===== src/rtl/reciprocal_sched.sv =====
// Round-robin scheduler sharing one Q6.10 reciprocal datapath among NUM_REQ requesters, one op outstanding.
// Response appears SETTLE+1 cycles after accept (1 for zero/negative operands) and is held until i_rsp_ready[id].
module reciprocal_sched #(
  parameter int NUM_REQ = 4,
  parameter int SETTLE  = 2
) (
  input  logic                   clk,
  input  logic                   rstn,
  input  logic [NUM_REQ-1:0]     i_req_valid,
  output logic [NUM_REQ-1:0]     o_req_ready,
  input  logic [16*NUM_REQ-1:0]  i_req_data,
  output logic [NUM_REQ-1:0]     o_rsp_valid,
  input  logic [NUM_REQ-1:0]     i_rsp_ready,
  output logic [15:0]            o_rsp_data,
  output logic                   o_rsp_err,
  output logic                   o_busy
);

  localparam int IDW = $clog2(NUM_REQ);
  localparam logic [IDW:0] NREQ = (IDW+1)'(NUM_REQ);

  typedef enum logic [1:0] {IDLE, WAIT, RESP} state_t;

  state_t          state_q, state_d;
  logic [IDW-1:0]  ptr_q, ptr_d;
  logic [IDW-1:0]  id_q, id_d;
  logic [14:0]     op_q, op_d;
  logic [3:0]      cnt_q, cnt_d;
  logic [15:0]     rsp_data_q, rsp_data_d;
  logic            rsp_err_q, rsp_err_d;

  logic            gnt_vld;
  logic [IDW-1:0]  gnt_idx;
  logic [IDW:0]    cand;
  logic [15:0]     operand;

  // Search upward from ptr+1, wrapping at NUM_REQ.
  always_comb begin
    gnt_vld = 1'b0;
    gnt_idx = '0;
    cand    = '0;
    for (int i = 0; i < NUM_REQ; i++) begin
      cand = {1'b0, ptr_q} + (IDW+1)'(i + 1);
      if (cand >= NREQ) cand = cand - NREQ;
      if (!gnt_vld && i_req_valid[cand[IDW-1:0]]) begin
        gnt_vld = 1'b1;
        gnt_idx = cand[IDW-1:0];
      end
    end
  end

  assign operand = i_req_data[{gnt_idx, 4'b0000} +: 16];

  // Reciprocal datapath: normalise to m in [1,2), quadratic 1/m ~ 1 - 5t/6 + t^2/3 (t = m-1), rescale.
  logic [3:0]  lz_pos;
  logic [14:0] norm;
  logic [13:0] tf, t2;
  logic [27:0] sq;
  logic [29:0] prod_a;
  logic [28:0] prod_b;
  logic [15:0] a_term;
  logic [14:0] b_term;
  logic [16:0] poly;
  logic [20:0] scaled;
  logic [15:0] recip;

  always_comb begin
    lz_pos = '0;
    for (int i = 0; i < 15; i++)
      if (op_q[i]) lz_pos = 4'(i);
    norm   = op_q << (4'd14 - lz_pos);
    tf     = 14'(norm);
    sq     = 28'(tf) * 28'(tf);
    t2     = 14'(sq >> 14);
    prod_a = 30'(tf) * 30'(16'd54613);
    prod_b = 29'(t2) * 29'(15'd21845);
    a_term = 16'(prod_a >> 14);
    b_term = 15'(prod_b >> 14);
    poly   = 17'h10000 - 17'(a_term) + 17'(b_term);
    scaled = {poly, 4'b0000} >> lz_pos;
    recip  = (|scaled[20:15]) ? 16'h7FFF : scaled[15:0];
  end

  always_comb begin
    state_d    = state_q;
    ptr_d      = ptr_q;
    id_d       = id_q;
    op_d       = op_q;
    cnt_d      = cnt_q;
    rsp_data_d = rsp_data_q;
    rsp_err_d  = rsp_err_q;
    case (state_q)
      IDLE: begin
        if (gnt_vld) begin
          id_d  = gnt_idx;
          ptr_d = gnt_idx;
          op_d  = operand[14:0];
          if (operand == 16'h0000 || operand[15]) begin
            state_d    = RESP;
            rsp_data_d = 16'h7FFF;
            rsp_err_d  = 1'b1;
          end else begin
            state_d = WAIT;
            cnt_d   = 4'(SETTLE - 1);
          end
        end
      end
      WAIT: begin
        if (cnt_q == 4'd0) begin
          state_d    = RESP;
          rsp_data_d = recip;
          rsp_err_d  = 1'b0;
        end else begin
          cnt_d = cnt_q - 4'd1;
        end
      end
      RESP: begin
        if (i_rsp_ready[id_q]) state_d = IDLE;
      end
      default: state_d = IDLE;
    endcase
  end

  always_ff @(posedge clk or negedge rstn) begin
    if (!rstn) begin
      state_q    <= IDLE;
      ptr_q      <= IDW'(NUM_REQ - 1);
      id_q       <= '0;
      op_q       <= '0;
      cnt_q      <= '0;
      rsp_data_q <= 16'h0000;
      rsp_err_q  <= 1'b0;
    end else begin
      state_q    <= state_d;
      ptr_q      <= ptr_d;
      id_q       <= id_d;
      op_q       <= op_d;
      cnt_q      <= cnt_d;
      rsp_data_q <= rsp_data_d;
      rsp_err_q  <= rsp_err_d;
    end
  end

  always_comb begin
    o_req_ready = '0;
    o_rsp_valid = '0;
    if (state_q == IDLE && gnt_vld) o_req_ready[gnt_idx] = 1'b1;
    if (state_q == RESP) o_rsp_valid[id_q] = 1'b1;
  end

  assign o_rsp_data = rsp_data_q;
  assign o_rsp_err  = rsp_err_q;
  assign o_busy     = (state_q != IDLE);

endmodule


===== config.mk =====
export PLATFORM = sky130hd
export DESIGN_NAME = reciprocal_sched
export DESIGN_NICKNAME = d
export VERILOG_FILES = /design/src/rtl/reciprocal_sched.sv
export SDC_FILE = /design/constraint.sdc
export NUM_CORES = 1
export LEC_CHECK = 0
export ABC_CLOCK_PERIOD_IN_PS = 15490
export CORE_UTILIZATION = 50
export CTS_CLUSTER_DIAMETER = 120
export DETAILED_ROUTE_END_ITERATION = 12
export PLACE_DENSITY = 0.69
export REMOVE_ABC_BUFFERS = 1
export SLEW_MARGIN = 20
export SYNTH_ARGS = -nofsm -noshare
export SYNTH_HDL_FRONTEND = slang
export SYNTH_SLANG_ARGS = --single-unit

===== constraint.sdc =====
create_clock -name clk -period 15.49 [get_ports clk]
set_clock_uncertainty 0.1 [all_clocks]
set_input_delay 3.8725 -clock clk [delete_from_list [all_inputs] [get_ports clk]]
set_output_delay 3.8725 -clock clk [all_outputs]
set_load 0.1 [all_outputs]

==> metrics.md <==
| Metric | Value |
|---|---|
| Post-DP HPWL | 39000 µm |
| Clk root buf | clkbuf_16 |
| DRT iter0 DRCs | 939 |
| Die X | 183 µm |
| Max-slew headroom | 0.265 |
| Met3 global-route usage | 0.0195 |
| Post-Layout Cell Count | 2730 |
| Ys Warns | 0 |
| Crit path DAT | 15.41 ns |
| Worst hold path startpoint | o_rsp_data[15] |
| Port bufs | 99 |
| H-tree lvl count | 2 |
| Worst Tran Pin Value | 1.10 ns |
| Fmax | 0.0650 GHz |
| Via count | 14900 |
| Met1 GRT Util | 0.369 |
| Fin nets | 2875 |
| Vias in the first global route | 15600 |
| Pins Over Slew Limit | 0 |
| Rows | 66 |
| WP data required | 15.51 ns |
| Register-to-Register Path Depth | 71 |
| Min-delay worst type | flop to flop |
| Most used routing layer | met2 |
| Post-route DRC | 0 |
| Share of cells above drive strength 1 | 0.240 |
| R2R Setup Slk | 0.10 ns |
| First-pass GRT wire length | 75900 µm |
| Synth Flop Type | dfrtp_1 |
| FILL cells | 2632 |
| Die Area | 0.0336 mm² |
| Crit path time final | 15.39 ns |
| Crit end category | flop |
| Final hold violation count | 0 |
| Reg2reg end | o_rsp_data[8] |
| Max Buffers Root-to-Sink | 2 |
| DR WL/cell | 16.9 µm |
| Die Ht | 183 µm |
| Sequential-to-total area share from yosys stat | 0.0641 |
| DP Cell Count | 2676 |
| Via density per instance | 5.44 |
| Synth unique cells | 92 |
| TritonCTS buffer count | 5 |
| Fin util | 0.660 |
| Area grow syn2layout | 30.4% |
| Category of the worst setup path launch point | flop |
| Design Area, Final | 0.0214 mm² |
| Cells after Synth | 1889 |
| Hold-fix buffers, CTS | 0 |
| Slowest cell delay on critical path | 0.54 ns |
| ANT nets after route | 0 |
| Status | completed |
| # diodes | 0 |
| Final setup viols | 0 |
| Core ar. | 0.0325 mm² |
| Total track usage | 0.280 |
| Highest net fanout along the worst path | 8 |
| Flop and latch count out of synthesis | 42 |
| Largest net degree at the start of global routing | 43 |
| Max-cap violation count | 0 |
| Total grt overflow | 0 |
| Synth async-reset ratio | 1.00 |
| Hold path depth | 1 |
| Met2 usage | 0.506 |
| Area of the multi-input gates | 0.0146 mm² |
| CTS tree | yes |
| Slowest CP cell | fa_1 |
| Initial antenna violation count | 0 |
| Synth Area per Inst | 8.70 µm² |
| Routed WL | 46300 µm |
| WS Path Type | flop to flop |
| Drt first pass iters | 5 |
| Post-Syn Area | 0.0164 mm² |
| R2R Path Start | op_q[13] |
| Register area | 0.00105 mm² |
| Hold endpoint | o_rsp_data[15] |
| Post-synth EDFFs | 0 |
| Final period util | 0.994 |
| Clock transition at path regs | 0.07 ns |
| Most used cell along the critical path | fa_1 |
| Placer congestion estimate | 0.940 |
| RSZ-0062 raised after global routing | true |
| Placed Area | 0.0200 mm² |
| I/O pin count | 100 |
| Clock sinks | 42 |
| Worst-skew pair later-pin latency | 0.30 ns |
| Initial Util | 0.506 |
critical path: cells and delay by family, from the launching register on:
kind                       cells  cell delay [ns]
xor gates and xnor gates       2             0.37
adders and majority gates     16             6.46
and+or+nand+nor               13             2.63
buffers and inverters         16             1.34
AOI/OAI and AO/OA             24             3.92
DFF                            1             0.38
cells in the mapped netlist (8+ instances only):
cell type	count	area, µm²
a31oi_1	21	131
o21ai_0	51	255
ha_1	302	3780
clkbuf_1	23	86.3
nand4_1	17	106
and3_1	10	62.6
mux2_2	20	225
or2_2	9	56.3
nand3_1	33	165
mux2i_1	59	591
a211oi_1	17	128
inv_1	363	1360
nor2b_1	17	106
o211ai_1	8	60.1
xnor2_1	46	403
xor2_1	23	201
a21o_1	20	150
fa_1	212	4240
nand2b_1	14	87.6
and2_1	8	50.1
nand2_1	139	522
nor2_1	129	484
buf_2	11	55.1
a21oi_1	96	480
dfrtp_1	40	1000
o21ai_1	11	55.1
o21a_1	18	135
nor3_1	27	135
cell type report:
class                      count  area share
sequential                    42      0.0492
clock buffer                   5     0.00584
timing repair buffer         432       0.169
clock inverter                 3     0.00123
tap                          442      0.0258
inverter                     369      0.0648
multi-input combinational   1437       0.684
placed cells by master (no fill, tap or decap), types with 18 or more instances in the layout:
| cell type | n |
|---|---|
| a21o_1 | 20 |
| a21oi_1 | 81 |
| buf_4 | 315 |
| clkdlybuf4s50_1 | 98 |
| dfrtp_1 | 40 |
| fa_1 | 207 |
| ha_1 | 283 |
| inv_1 | 346 |
| inv_2 | 21 |
| mux2_2 | 19 |
| mux2i_1 | 45 |
| nand2_1 | 134 |
| nand3_1 | 29 |
| nor2_1 | 116 |
| nor3_1 | 25 |
| o21a_1 | 18 |
| o21ai_0 | 38 |
| xnor2_1 | 44 |
| xor2_1 | 21 |
sequential cells by signal, summed over array words and instances (netlist names):
signal / count
op_q: 15
cnt_q: 4
o_rsp_data: 16
id_q: 2
ptr_q: 2
state_q: 2
o_rsp_err: 1
layer usage:
metal,up-vias,wire length (µm),share of wire
li1,7102,-,-
met1,7338,20100,0.43
met2,333,23300,0.50
met3,91,1800,0.039
met4,0,1020,0.022
met5,-,0,0
worst max-delay path by stage:
stage | to | slack (ns) | from | depth (start not counted)
2_1_floorplan | o_rsp_data[0] | -1.99 | op_q[9] | 60
3_3_place_gp | o_rsp_data[14] | -0.22 | op_q[9] | 64
3_5_place_dp | o_rsp_data[4] | -0.75 | op_q[11] | 62
4_1_cts | o_rsp_data[5] | 0.002 | op_q[9] | 65
5_1_grt | o_rsp_data[7] | -0.47 | op_q[13] | 71
6_report | o_rsp_data[8] | 0.10 | op_q[13] | 71
through the flow:
stage,hold slack (ns),worst slack [ns],TNS [ns]
floorplan,0.365,-1.99,-29.08
global placement,0.367,-0.219,-2.70
detailed placement,0.377,-0.752,-10.43
CTS,0.393,0.00183,0
global route,0.415,-0.472,-6.34
finish,0.394,0.100,0
logic make-up (layout without fill, tap and decap cells):
kind of cell / count (synthesis) / after routing / synth area share
AO/OA/AOI/OAI: 323 / 323 / 0.130
XOR/XNOR: 70 / 70 / 0.0378
multiplexers: 82 / 82 / 0.0526
AND/OR/NAND/NOR: 448 / 448 / 0.131
flip-flops: 42 / 42 / 0.0641
adder cells (fa/ha/maj): 514 / 514 / 0.488
buffers and inverters: 410 / 809 / 0.0959
what timing repair did:
action                                 4_1_cts  5_1_grt
buffers inserted                            32       14
setup endpoints to repair                   15       15
gates resized for setup                     52      152
gates cloned                                 1        0
pin swaps                                   40       93
endpoints found under the hold margin        0        0
Power is left out: the tool's default activity adds up to more than one toggle a clock period on the data nets, which glitch-free logic cannot reach.
